### config.mk
export PLATFORM = sky130hd
export DESIGN_NAME = fetch_stage
export DESIGN_NICKNAME = d
export VERILOG_FILES = /design/src/rtl/fetch_stage.sv
export SDC_FILE = /design/constraint.sdc
export NUM_CORES = 1
export LEC_CHECK = 0
export ABC_AREA = 0
export BUFFER_PORTS_ARGS = -buffer_cell sky130_fd_sc_hd__buf_2
export CAP_MARGIN = 30
export CELL_PAD_IN_SITES_DETAIL_PLACEMENT = 0
export CELL_PAD_IN_SITES_GLOBAL_PLACEMENT = 1
export CORE_UTILIZATION = 40
export CTS_CLUSTER_DIAMETER = 80
export DETAILED_ROUTE_END_ITERATION = 12
export PLACE_DENSITY = 0.95
export RECOVER_POWER = 25
export REMOVE_ABC_BUFFERS = 1
export SYNTH_ARGS = -nofsm -noshare
export SYNTH_HDL_FRONTEND = slang
export SYNTH_SLANG_ARGS = --single-unit
export TNS_END_PERCENT = 5
### constraint.sdc
create_clock -name clk -period 4.3 [get_ports clk]
set_input_delay 0.43 -clock clk [delete_from_list [all_inputs] [get_ports clk]]
set_output_delay 0.43 -clock clk [all_outputs]
set_load 0.1 [all_outputs]
### src/rtl/fetch_stage.sv
// IF stage: owns the PC, drives the instruction ROM address, captures the fetched word into IF/ID.
// Latency: the word at imem_addr_o appears on if_id_* one cycle later; a redirect costs one bubble.
// Backpressure: stall_i holds PC and IF/ID; redirect_i overrides stall_i; no input-to-output comb path.
module fetch_stage #(
  parameter logic [31:0] RESET_PC  = 32'h0000_0000,
  parameter logic [31:0] NOP_INSTR = 32'h0000_0013
) (
  input  logic        clk,
  input  logic        rst_n,
  output logic [31:0] imem_addr_o,
  input  logic [31:0] imem_rdata_i,
  input  logic        stall_i,
  input  logic        redirect_i,
  input  logic [31:0] redirect_pc_i,
  output logic [31:0] if_id_pc_o,
  output logic [31:0] if_id_pc4_o,
  output logic [31:0] if_id_instr_o,
  output logic        if_id_valid_o,
  output logic        misalign_o,
  output logic [31:0] fetch_count_o
);

  logic [31:0] pc;
  logic [31:0] pc_plus4;

  // Sequential PC increment; wraps naturally at 2^32.
  assign pc_plus4    = pc + 32'd4;
  // The ROM is combinational-read, so the address is simply the current PC.
  assign imem_addr_o = pc;

  // PC, IF/ID register, misalign pulse and fetch counter; priority is reset > redirect > stall > advance.
  always_ff @(posedge clk) begin
    if (!rst_n) begin
      pc            <= RESET_PC;
      if_id_pc_o    <= 32'd0;
      if_id_pc4_o   <= 32'd0;
      if_id_instr_o <= NOP_INSTR;
      if_id_valid_o <= 1'b0;
      misalign_o    <= 1'b0;
      fetch_count_o <= 32'd0;
    end else if (redirect_i) begin
      // Target is word-aligned by dropping the low bits; a nonzero low pair is flagged for one cycle.
      pc            <= {redirect_pc_i[31:2], 2'b00};
      if_id_pc_o    <= 32'd0;
      if_id_pc4_o   <= 32'd0;
      if_id_instr_o <= NOP_INSTR;
      if_id_valid_o <= 1'b0;
      misalign_o    <= |redirect_pc_i[1:0];
    end else if (stall_i) begin
      // Hold everything; only the misalign pulse is cleared so it never lasts more than one cycle.
      misalign_o    <= 1'b0;
    end else begin
      pc            <= pc_plus4;
      if_id_pc_o    <= pc;
      if_id_pc4_o   <= pc_plus4;
      if_id_instr_o <= imem_rdata_i;
      if_id_valid_o <= 1'b1;
      misalign_o    <= 1'b0;
      fetch_count_o <= fetch_count_o + 32'd1;
    end
  end

endmodule

# After elaboration in Yosys (flattened, before gate mapping)

Cells that the tools add are included.

Register bits: 162
Input port bits: 68
Output and inout bits: 162
Word-level logic and storage cells: 20

Add/subtract/negate cells: 2
Equality and inequality tests: 1
Muxes and demuxes: 2
Bitwise logic cells: 3
Reductions and logical operators: 4

Operators by type and width:

| cell                  | count |
|---|---|
| $mux 32               | 2 |
| $add 32x1->32 const B | 1 |
| $add 32x3->32 const B | 1 |
| $reduce_and 2->1      | 2 |
| $reduce_or 2->1       | 2 |
| $not 1->1             | 3 |
| $ne 2x1->1 const B    | 1 |

# Logic depth before layout (Yosys ltp)

Gate-level depths: netlist of the first run.

Depth in word-level cells: 3
Depth in mapped cells: 7
Gate-level depth less buffers: 5

# Worst setup path before layout of the first run

OpenSTA, ideal clock, no wires.

Path kind: register to register
Start: register pc[2] (netlist: imem_addr_o[2])
End: register pc[18] (netlist: imem_addr_o[18])
Setup time: 75 ps
Arrival time: 2745 ps
Data required time: 4225 ps
Setup slack: 1481 ps
Stages on the path, launching flop included: 8
Buffers on the path: 2
Clock period less this slack: 2819 ps
Path through: dfxtp_1 -> ha_1 -> buf_2 -> nand3b_1 -> or3_1 -> clkbuf_1 -> or4_1 -> a31oi_1

Cells in the longest elaborated chain, start to end: 3

Ends and longest elaborated chain:

| what                   | line | source |
|---|---|---|
| from (decl)            | 23   | `logic [31:0] pc;` |
| from (signal assigned) | 43   | `pc <= {redirect_pc_i[31:2], 2'b00};` |
| from (signal assigned) | 53   | `pc <= pc_plus4;` |
| $add 32x3->32          | 27   | `assign pc_plus4 = pc + 32'd4;` |
| $mux 32                | 49   | `end else if (stall_i) begin` |
| $mux 32                | 41   | `end else if (redirect_i) begin` |

Every way passes these cells. The select of a mux whose other input is x is not followed.
A chain may end at the register's enable or synchronous reset.

# Final worst setup path of the first run

Start: register fetch_count_o[6]
End: register fetch_count_o[28]

Cells in the longest elaborated chain, start to end: 1

Ends and longest elaborated chain:

| what                   | line | source |
|---|---|---|
| from (decl)            | 20   | `output logic [31:0] fetch_count_o` |
| from (signal assigned) | 59   | `fetch_count_o <= fetch_count_o + 32'd1;` |
| $add 32x1->32          | 59   |  |

Every way passes these cells.

==> impl_metrics.env, run 1 <==
export IMPL_core_rowCount=48
export IMPL_violations="capacitance limit, slew limit"
export IMPL_final_common_cell="buf_2"
export IMPL_viasPerCell=5.48
export IMPL_die_area_mm2=0.0184
export IMPL_timing_hold_worst_class="primary input to register"
export IMPL_r2r_start="fetch_count_o[6]"
export IMPL_leakagePower_nw=3.56
export IMPL_rrSetupSlack_ns=1.62
export IMPL_relSlewSlack_pct=-26.4
export IMPL_fin_nets=1071
export IMPL_cts_inserted_buffers=17
export IMPL_synthDistinctLibCells=53
export IMPL_vdd_ir_drop_max_mv=0.282
export IMPL_max_clock_path_buffers=2
export IMPL_hold_path_endpoint="if_id_instr_o[1]"
export IMPL_diodes=0
export IMPL_first_pass_iters=5
export IMPL_drtIter0Drc=386
export IMPL_grt_start_max_net_pins=53
export IMPL_end_kind="register"
export IMPL_ctsHoldBuffers=0
export IMPL_finalHoldViolCount=0
export IMPL_period_needed_ns=2.68
export IMPL_cts_root_buffer="clkbuf_16"
export IMPL_insertion_delay_ns=0.43
export IMPL_area_growth_pct=23.4
export IMPL_die_w_um=136
export IMPL_reg2reg_depth=4
export IMPL_tightest_slew_ns=1.90
export IMPL_ys_seq_elements=156
export IMPL_wire_per_inst_um=16.7
export IMPL_status="complete, but fails checks"
export IMPL_core_area_mm2=0.0174
export IMPL_slew_viol_final=41
export IMPL_io_pins=230
export IMPL_reg2reg_to="fetch_count_o[28]"
export IMPL_via_count=6786
export IMPL_fmax_mhz=374
export IMPL_syn_inst=823
export IMPL_setup_violations=0
export IMPL_yosys_most_used_dff="dfxtp_1"
export IMPL_hold_depth=3
export IMPL_start_kind="register"
export IMPL_cts_sinks=156
export IMPL_tritoncts="built"
export IMPL_min_delay_start="imem_rdata_i[1]"
export IMPL_pwr_share_seq_pct=41.8
export IMPL_cts_reportedPaths_clkPinSlew_ns=0.06
export IMPL_drc=0
export IMPL_syn_area_mm2=0.00715
export IMPL_p_sw_mw=1.18
export IMPL_worstSetupPathType="register to register"
export IMPL_worst_endpoint_required_ns=4.63
export IMPL_finalClockSkew_ns=0.00722
export IMPL_p_int_mw=2.54
export IMPL_crit_arrival_ns=3.01
export IMPL_post_cts_setup_buffers=0
export IMPL_pwr_density_cell_mw_per_mm2=422
export IMPL_rsz0062_at_grt="no"
export IMPL_layout_common_cells="buf_2, dfxtp_1, nor2_1, mux2i_1, o21ai_0"
export IMPL_maxCapViolCount=1
export IMPL_finalWirelength_mm=20.6
export IMPL_start_util_pct=41.2
export IMPL_pre_cts_ws_ns=1.70
export IMPL_overflow=0
export IMPL_grt_pass1_wl_mm=32.6
export IMPL_power_frac_clock_pct=41.3
export IMPL_die_h_um=136
export IMPL_antenna_found_initial=0
export IMPL_antenna_left=0
export IMPL_ys_seq_area_share_pct=43.7
export IMPL_avgSynthCellArea_um2=8.68
export IMPL_setup_tns_ns=0
export IMPL_setup_slack_ns=1.62
export IMPL_fin_crit_sh_pct=62.3
export IMPL_port_buffers=223
export IMPL_grtUsageTotal_pct=22.7
export IMPL_gp_congestion=0.787
export IMPL_synthArstFlopShare_pct=0
export IMPL_hpwl_mm=14.2
export IMPL_worst_path_max_fanout=29
export IMPL_synth_edf_count=0
export IMPL_final_layout_size_suffix_gt1_share_pct=22.4
export IMPL_total_power_mw=3.72
export IMPL_cts_resized=0
export IMPL_switching_share_pct=31.6
export IMPL_grt_pass1_vias=6198
export IMPL_combPwrFrac_pct=16.9
export IMPL_yosysWarningCount=0
export IMPL_htree_levels=4
synth_stat cells (10+ instances only):
library cell / n / area (µm²)
a21oi_1: 49 / 245
or4_1: 22 / 165
mux2i_1: 56 / 561
and4_1: 14 / 123
clkbuf_1: 53 / 199
xnor2_1: 17 / 149
buf_2: 10 / 50.1
o31ai_1: 25 / 188
o21ai_0: 55 / 275
dfxtp_1: 156 / 3120
nand4_1: 20 / 125
or3_1: 12 / 75.1
a31oi_1: 22 / 138
nand2_1: 51 / 191
nor2_1: 89 / 334
and3_1: 12 / 75.1
xor2_1: 16 / 140
a211oi_1: 11 / 82.6
nor3_1: 13 / 65.1
nor4_1: 16 / 100
nand3_1: 22 / 110
nor2b_1: 10 / 62.6
layout make-up:
| cell class | count | area (µm²) |
|---|---|---|
| inverters | 9 | 33.8 |
| fillers | 1671 | 8540 |
| clock buffers | 22 | 494 |
| repair buffers | 233 | 1120 |
| well taps | 225 | 282 |
| clock inverters | 9 | 110 |
| multi-input cells | 584 | 3650 |
| flip-flops and latches | 156 | 3120 |
layer usage:
| metal | up-vias | GRT usage, % | wire length [µm] |
|---|---|---|---|
| met3 | 33 | 5.91 | 1410 |
| met2 | 231 | 35.4 | 9400 |
| met1 | 3167 | 29.7 | 9320 |
| met4 | 0 | 9.18 | 493 |
| li1 | 3355 | - | - |
| met5 | - | 0 | 0 |
how the worst max path moves through the flow:
stage	from	to	slack, ns	cells past startpoint
5_1_grt	fetch_count_o[6]	fetch_count_o[28]	1.35	4
3_3_place_gp	fetch_count_o[6]	fetch_count_o[26]	1.76	4
3_5_place_dp	fetch_count_o[6]	fetch_count_o[28]	1.70	4
2_1_floorplan	fetch_count_o[6]	fetch_count_o[28]	1.30	4
4_1_cts	fetch_count_o[6]	fetch_count_o[28]	1.68	4
6_report	fetch_count_o[6]	fetch_count_o[28]	1.62	4
stage by stage:
stage	hold slack [ns]	cells	utilization, %	instance area, µm²
6_report	0.219	1238	50.8	8810
5_1_grt	0.233	1238	50.8	8810
4_1_cts	0.204	1238	51.2	8890
3_5_place_dp	0.440	1207	47.7	8280
3_3_place_gp	0.436	1207	47.7	8280
2_1_floorplan	0.555	749	-	6800
critical path, cell delays in order, from the launching register on:
cell,delay [ns]
dfxtp_1,0.43
and4_1,0.30
nand4_1,0.77
or4b_2,0.92
a21oi_1,0.15
sequential cells by signal, summed over array words and instances, names as in the netlist:
register       count
if_id_pc_o        30
if_id_pc4_o       30
imem_addr_o       30
fetch_count_o     32
if_id_instr_o     32
misalign_o         1
if_id_valid_o      1
power by group through the flow:
stage | sequential (mW) | combinational, mW | clock [mW]
detailed placement | 1.59 | 0.634 | 0
floorplan | 1.91 | 0.151 | 0
finish | 1.56 | 0.628 | 1.53
CTS | 1.55 | 0.636 | 1.56
global placement | 1.58 | 0.631 | 0
global route | 1.56 | 0.659 | 1.63
logic make-up after synthesis:
| family | synth area share [%] |
|---|---|
| mux | 7.84 |
| xor+xnor | 4.04 |
| compound gates | 15.4 |
| flops | 43.7 |
| buf+inv | 5.52 |
| other cells | 0.0525 |
| fa+ha+maj | 0.350 |
| simple gates | 23.1 |
Note: power is estimated with default switching activity, not from simulation.
==> run 2: changes to the inputs <==
- ABC_AREA: 0 -> 1
- CORE_UTILIZATION: 40 -> 35
- PLACE_DENSITY: 0.95 -> 0.92
- clock period: 4.3 -> 2.7 ns (I/O delays scaled with it)
==> impl_metrics.env, run 2 <==
export IMPL_status="complete, no violations"
export IMPL_die_h_um=146
export IMPL_synth_edf_count=0
export IMPL_grtUsageTotal_pct=21.3
export IMPL_crit_arrival_ns=2.36
export IMPL_final_layout_size_suffix_gt1_share_pct=23.3
export IMPL_worstSetupPathType="primary input to register"
export IMPL_max_clock_path_buffers=2
export IMPL_ys_seq_elements=156
export IMPL_die_area_mm2=0.0213
export IMPL_reg2reg_depth=8
export IMPL_setup_violations=0
export IMPL_crit_chain="clkbuf_1 -> inv_2 -> clkbuf_2 -> a21oi_1 -> o21a_1"
export IMPL_grt_pass1_vias=6802
export IMPL_rrSetupSlack_ns=0.96
export IMPL_layout_common_cells="nand2_1, buf_2, dfxtp_1, nor2_1, inv_1"
export IMPL_synthArstFlopShare_pct=0
export IMPL_cts_resized=0
export IMPL_postLayoutCellArea_mm2=0.00913
export IMPL_end_kind="register"
export IMPL_cpPeakStageDelay_ns=0.86
export IMPL_syn_inst=1074
export IMPL_yosys_top_cells_count="nand2_1, dfxtp_1, nor2_1, inv_1, a21oi_1"
export IMPL_synth_top_cell_by_area="dfxtp_1"
export IMPL_worst_path_max_fanout=39
export IMPL_start_util_pct=35.7
export IMPL_synth_area_leaders="dfxtp_1, nand2_1, nor2_1"
export IMPL_post_cts_setup_buffers=0
export IMPL_fmax_mhz=506
export IMPL_ys_seq_area_share_pct=43.1
export IMPL_yosysWarningCount=0
export IMPL_slew_viol_final=0
export IMPL_tritoncts="built"
export IMPL_reg_top3="fetch_count_o: 32 flops, if_id_instr_o: 32 flops"
export IMPL_final_cells=1564
export IMPL_setup_tns_ns=0
export IMPL_finalWirelength_mm=22.5
export IMPL_final_common_cell="nand2_1"
export IMPL_leakagePower_nw=4.36
export IMPL_worst_endpoint_required_ns=3.08
export IMPL_drc=0
export IMPL_final_util_pct=45.0
export IMPL_io_pins=230
export IMPL_insertion_delay_ns=0.43
export IMPL_pwr_density_cell_mw_per_mm2=643
export IMPL_grt_pass1_wl_mm=35.8
export IMPL_die_w_um=146
export IMPL_cts_reportedPaths_clkPinSlew_ns=0.07
export IMPL_overflow=0
export IMPL_wire_per_inst_um=14.4
export IMPL_vdd_ir_drop_max_mv=0.429
export IMPL_synth_top_area_share_pct=43.1
export IMPL_drtIter0Drc=373
export IMPL_ctsHoldBuffers=0
export IMPL_antenna_found_initial=2
export IMPL_htree_levels=4
export IMPL_endpoint="fetch_count_o[7]"
export IMPL_viasPerCell=4.74
export IMPL_cts_sinks=156
export IMPL_maxCapViolCount=0
export IMPL_avgSynthCellArea_um2=6.75
export IMPL_timing_hold_worst_class="primary input to register"
export IMPL_yosys_most_used_dff="dfxtp_1"
export IMPL_first_pass_iters=5
export IMPL_via_count=7419
export IMPL_reg2reg_to="imem_addr_o[18]"
export IMPL_cts_root_buffer="clkbuf_16"
export IMPL_tightest_slew_ns=1.21
export IMPL_place_inst=1531
export IMPL_port_buffers=223
export IMPL_core_rowCount=52
export IMPL_synthDistinctLibCells=38
export IMPL_fin_nets=1350
export IMPL_start_kind="primary input"
export IMPL_grt_start_max_net_pins=77
export IMPL_core_area_mm2=0.0203
export IMPL_dpl_instance_area_mm2=0.00856
export IMPL_worst_path_max_delay_cell="clkbuf_1"
export IMPL_startpoint="rst_n"
export IMPL_hpwl_mm=16.3
export IMPL_relSlewSlack_pct=19.6
export IMPL_cts_inserted_buffers=17
export IMPL_period_needed_ns=1.98
export IMPL_area_growth_pct=25.9
export IMPL_fin_crit_sh_pct=73.2
export IMPL_antenna_left=0
export IMPL_finalHoldViolCount=0
export IMPL_finalClockSkew_ns=0.0149
export IMPL_r2r_start="imem_addr_o[3]"
export IMPL_syn_area_mm2=0.00725
export IMPL_yosysMostFrequentCell="nand2_1"
export IMPL_rsz0062_at_grt="no"
export IMPL_gp_congestion=0.890
-- run 2: cell types whose count changed after synthesis, sizes merged, moves of 14 or more --
| cell | before | now |
|---|---|---|
| a21oi | 49 | 93 |
| and4 | 14 | 0 |
| clkbuf | 55 | 31 |
| inv | 9 | 119 |
| mux2i | 56 | 0 |
| nand2 | 51 | 308 |
| nand3 | 23 | 47 |
| nand4 | 21 | 4 |
| nor2 | 89 | 170 |
| nor4 | 17 | 0 |
| o21ai | 55 | 78 |
| o31ai | 25 | 0 |
| or4 | 23 | 0 |
-- run 2: routing by layer --
layer | up-vias | GRT usage [%] | part of all wire (%)
li1 | 3785 | - | -
met1 | 3347 | 26.8 | 44
met2 | 250 | 35.1 | 47
met3 | 35 | 5.64 | 6.9
met4 | 2 | 7.26 | 2.2
met5 | - | 0 | 0.049
-- run 2: cell families (layout without fill, tap and decap cells) --
family / count (synthesis) / after routing / synth area share, %
compound gates: 192 / 192 / 14.0
other cells: 1 / 7 / 0.0517
flops: 156 / 156 / 43.1
buf+inv: 171 / 385 / 9.59
fa+ha+maj: 2 / 2 / 0.345
xor+xnor: 16 / 16 / 1.93
simple gates: 536 / 536 / 31.1
-- run 2: worst min path at each step --
stage | endpoint | start | slack [ns] | cells past startpoint
2_1_floorplan | if_id_pc4_o[23] | stall_i | 0.38 | 2
3_3_place_gp | if_id_instr_o[6] | if_id_instr_o[6] | 0.44 | 2
3_5_place_dp | if_id_instr_o[6] | if_id_instr_o[6] | 0.45 | 2
4_1_cts | if_id_instr_o[4] | imem_rdata_i[4] | 0.05 | 3
5_1_grt | if_id_instr_o[4] | imem_rdata_i[4] | 0.05 | 3
6_report | if_id_instr_o[4] | imem_rdata_i[4] | 0.07 | 3
-- run 2: stage by stage --
step | hold slack [ns] | power [mW] | setup WS (ns)
floorplan | 0.382 | 3.27 | 0.400
global placement | 0.441 | 3.53 | 1.05
detailed placement | 0.450 | 3.54 | 1.01
CTS | 0.0513 | 5.92 | 0.971
global route | 0.0539 | 6.09 | 0.399
finish | 0.0655 | 5.87 | 0.723
-- run 2: cell type report --
cell class	count	area, µm²
diodes	1	2.50
clock buffers	18	429
clock inverters	14	148
fillers	2123	11200
inverters	119	449
multi-input cells	752	3450
flip-flops and latches	156	3120
well taps	270	338
repair buffers	234	1190
-- run 2: report_power, final --
group	switching (mW)	internal, mW
logic	0.860	0.176
clock network	1.07	1.31
registers	0.0713	2.38
total	2.00	3.86
-- run 2: critical path: cells and delay by family --
kind | cells | cell delay, ns
AO/OA/AOI/OAI | 2 | 0.49
buffers and inverters | 3 | 1.57
==> run 3: changes to the inputs <==
- clock period: 2.7 -> 2 ns (I/O delays scaled with it)
==> impl_metrics.env, run 3 (synthesis results as in run 2) <==
export IMPL_total_power_mw=7.92
export IMPL_switching_share_pct=34.1
export IMPL_cts_inserted_buffers=17
export IMPL_die_area_mm2=0.0213
export IMPL_dpl_instance_area_mm2=0.00860
export IMPL_gp_congestion=0.911
export IMPL_min_delay_start="imem_rdata_i[23]"
export IMPL_finalClockSkew_ns=0.00947
export IMPL_crit_arrival_ns=1.97
export IMPL_finalHoldViolCount=0
export IMPL_place_inst=1536
export IMPL_fillers=2105
export IMPL_crit_buf_inv=0
export IMPL_wire_per_inst_um=14.3
export IMPL_port_buffers=223
export IMPL_setup_tns_ns=0
export IMPL_multi_input_area_mm2=0.00344
export IMPL_via_count=7339
export IMPL_start_util_pct=35.7
export IMPL_insertion_delay_ns=0.43
export IMPL_r2r_start="imem_addr_o[2]"
export IMPL_grt_start_max_net_pins=75
export IMPL_drtIter0Drc=328
export IMPL_hold_depth=3
export IMPL_rrSetupSlack_ns=0.30
export IMPL_hpwl_mm=16.1
export IMPL_overflow=0
export IMPL_antenna_left=0
export IMPL_crit_top_cell="nand2_1"
export IMPL_timing_hold_worst_class="primary input to register"
export IMPL_reg2reg_depth=10
export IMPL_die_w_um=146
export IMPL_fin_crit_sh_pct=84.8
export IMPL_p_sw_mw=2.70
export IMPL_antenna_found_initial=3
export IMPL_relSlewSlack_pct=24.4
export IMPL_pwr_share_seq_pct=41.6
export IMPL_status="complete, no violations"
export IMPL_worst_path_max_fanout=7
export IMPL_grt_pass1_vias=6944
export IMPL_core_rowCount=52
export IMPL_worstSetupPathType="register to register"
export IMPL_worst_path_max_delay_cell="dfxtp_1"
export IMPL_area_growth_pct=27.4
export IMPL_end_kind="register"
export IMPL_hold_slack_ns=0.0170
export IMPL_setup_violations=0
export IMPL_grtUsageTotal_pct=21.6
export IMPL_slew_viol_final=0
export IMPL_cts_reportedPaths_clkPinSlew_ns=0.07
export IMPL_pwr_density_cell_mw_per_mm2=857
export IMPL_max_clock_path_buffers=2
export IMPL_period_needed_ns=1.70
export IMPL_rsz0062_at_grt="no"
export IMPL_htree_levels=4
export IMPL_final_cells=1577
export IMPL_reg_top3="fetch_count_o: 32 flops, if_id_instr_o: 32 flops"
export IMPL_tightest_slew_ns=1.13
export IMPL_start_kind="register"
export IMPL_first_pass_iters=5
export IMPL_maxCapViolCount=0
export IMPL_fmax_mhz=589
export IMPL_worst_endpoint_required_ns=2.28
export IMPL_layout_common_cells="nand2_1, buf_2, dfxtp_1, nor2_1, inv_1"
export IMPL_cts_sinks=156
export IMPL_combPwrFrac_pct=18.0
export IMPL_viasPerCell=4.65
export IMPL_cpPeakStageDelay_ns=0.42
export IMPL_final_common_cell="nand2_1"
export IMPL_crit_chain="ha_1 -> nand2_1 -> nor2_2 -> nand2_4 -> nor2_8 -> nand2_1 -> nand2_1 -> nand2_1 -> a21oi_1 -> nor2_1"
export IMPL_hold_path_endpoint="if_id_instr_o[23]"
export IMPL_io_pins=230
export IMPL_fin_nets=1364
export IMPL_leakagePower_nw=4.41
export IMPL_finalWirelength_mm=22.6
export IMPL_p_int_mw=5.22
export IMPL_startpoint="imem_addr_o[2]"
export IMPL_reg2reg_to="imem_addr_o[16]"
export IMPL_grt_pass1_wl_mm=36.3
export IMPL_cts_root_buffer="clkbuf_16"
export IMPL_drc=0
export IMPL_die_h_um=146
export IMPL_final_layout_size_suffix_gt1_share_pct=23.3
export IMPL_core_area_mm2=0.0203
export IMPL_tritoncts="built"
export IMPL_crit_family="simple AND/OR/NAND/NOR gates"
export IMPL_vdd_ir_drop_max_mv=0.603
export IMPL_postLayoutCellArea_mm2=0.00924
export IMPL_power_frac_clock_pct=40.4
export IMPL_seq_area_mm2=0.00312
[run 3: worst max-delay path by stage]
stage | endpoint | slack, ns | cells past startpoint
floorplan | imem_addr_o[16] | -0.30 | 10
global placement | if_id_pc4_o[30] | 0.38 | 9
detailed placement | imem_addr_o[16] | 0.33 | 10
CTS | imem_addr_o[16] | 0.31 | 10
global route | imem_addr_o[16] | 0.09 | 10
finish | imem_addr_o[16] | 0.30 | 10
[run 3: per-layer routing]
| layer | vias up | wire length [µm] | track usage (%) |
|---|---|---|---|
| li1 | 3819 | - | - |
| met1 | 3267 | 9880 | 26.2 |
| met2 | 223 | 10700 | 36.9 |
| met3 | 26 | 1570 | 6.21 |
| met4 | 4 | 397 | 6.84 |
| met5 | - | 31 | 0 |
[run 3: power groups by stage]
stage	logic, mW	registers [mW]	clock network (mW)
4_1_cts	1.43	3.30	3.27
5_1_grt	1.50	3.31	3.40
3_5_place_dp	1.42	3.37	0
2_1_floorplan	0.332	4.08	0
6_report	1.42	3.30	3.20
3_3_place_gp	1.41	3.36	0
[run 3: final cells by class]
class	count	share of cell area, %
diodes	1	0.0271
clock buffers	17	4.60
clock inverters	14	1.58
inverters	119	4.85
multi-input cells	752	37.2
flip-flops and latches	156	33.8
well taps	270	3.66
repair buffers	248	14.3
[run 3: worst register-to-register path: stages, from the launching register on]
cell,delay (ns)
dfxtp_1,0.42
ha_1,0.24
nand2_1,0.08
nor2_2,0.18
nand2_4,0.13
nor2_8,0.15
nand2_1,0.06
nand2_1,0.05
nand2_1,0.06
a21oi_1,0.12
nor2_1,0.05
[run 3: timing repair]
item,in CTS,in global routing
hold buffers,9,0
endpoints found under the hold margin,9,0
setup endpoints to repair,0,0
resized for setup,0,0
buffers inserted,0,0
[run 3: metrics by stage]
step,worst slack [ns],utilization (%)
2_1_floorplan,-0.300,-
3_3_place_gp,0.376,42.4
3_5_place_dp,0.330,42.4
4_1_cts,0.314,45.6
5_1_grt,0.0882,45.5
6_report,0.303,45.5
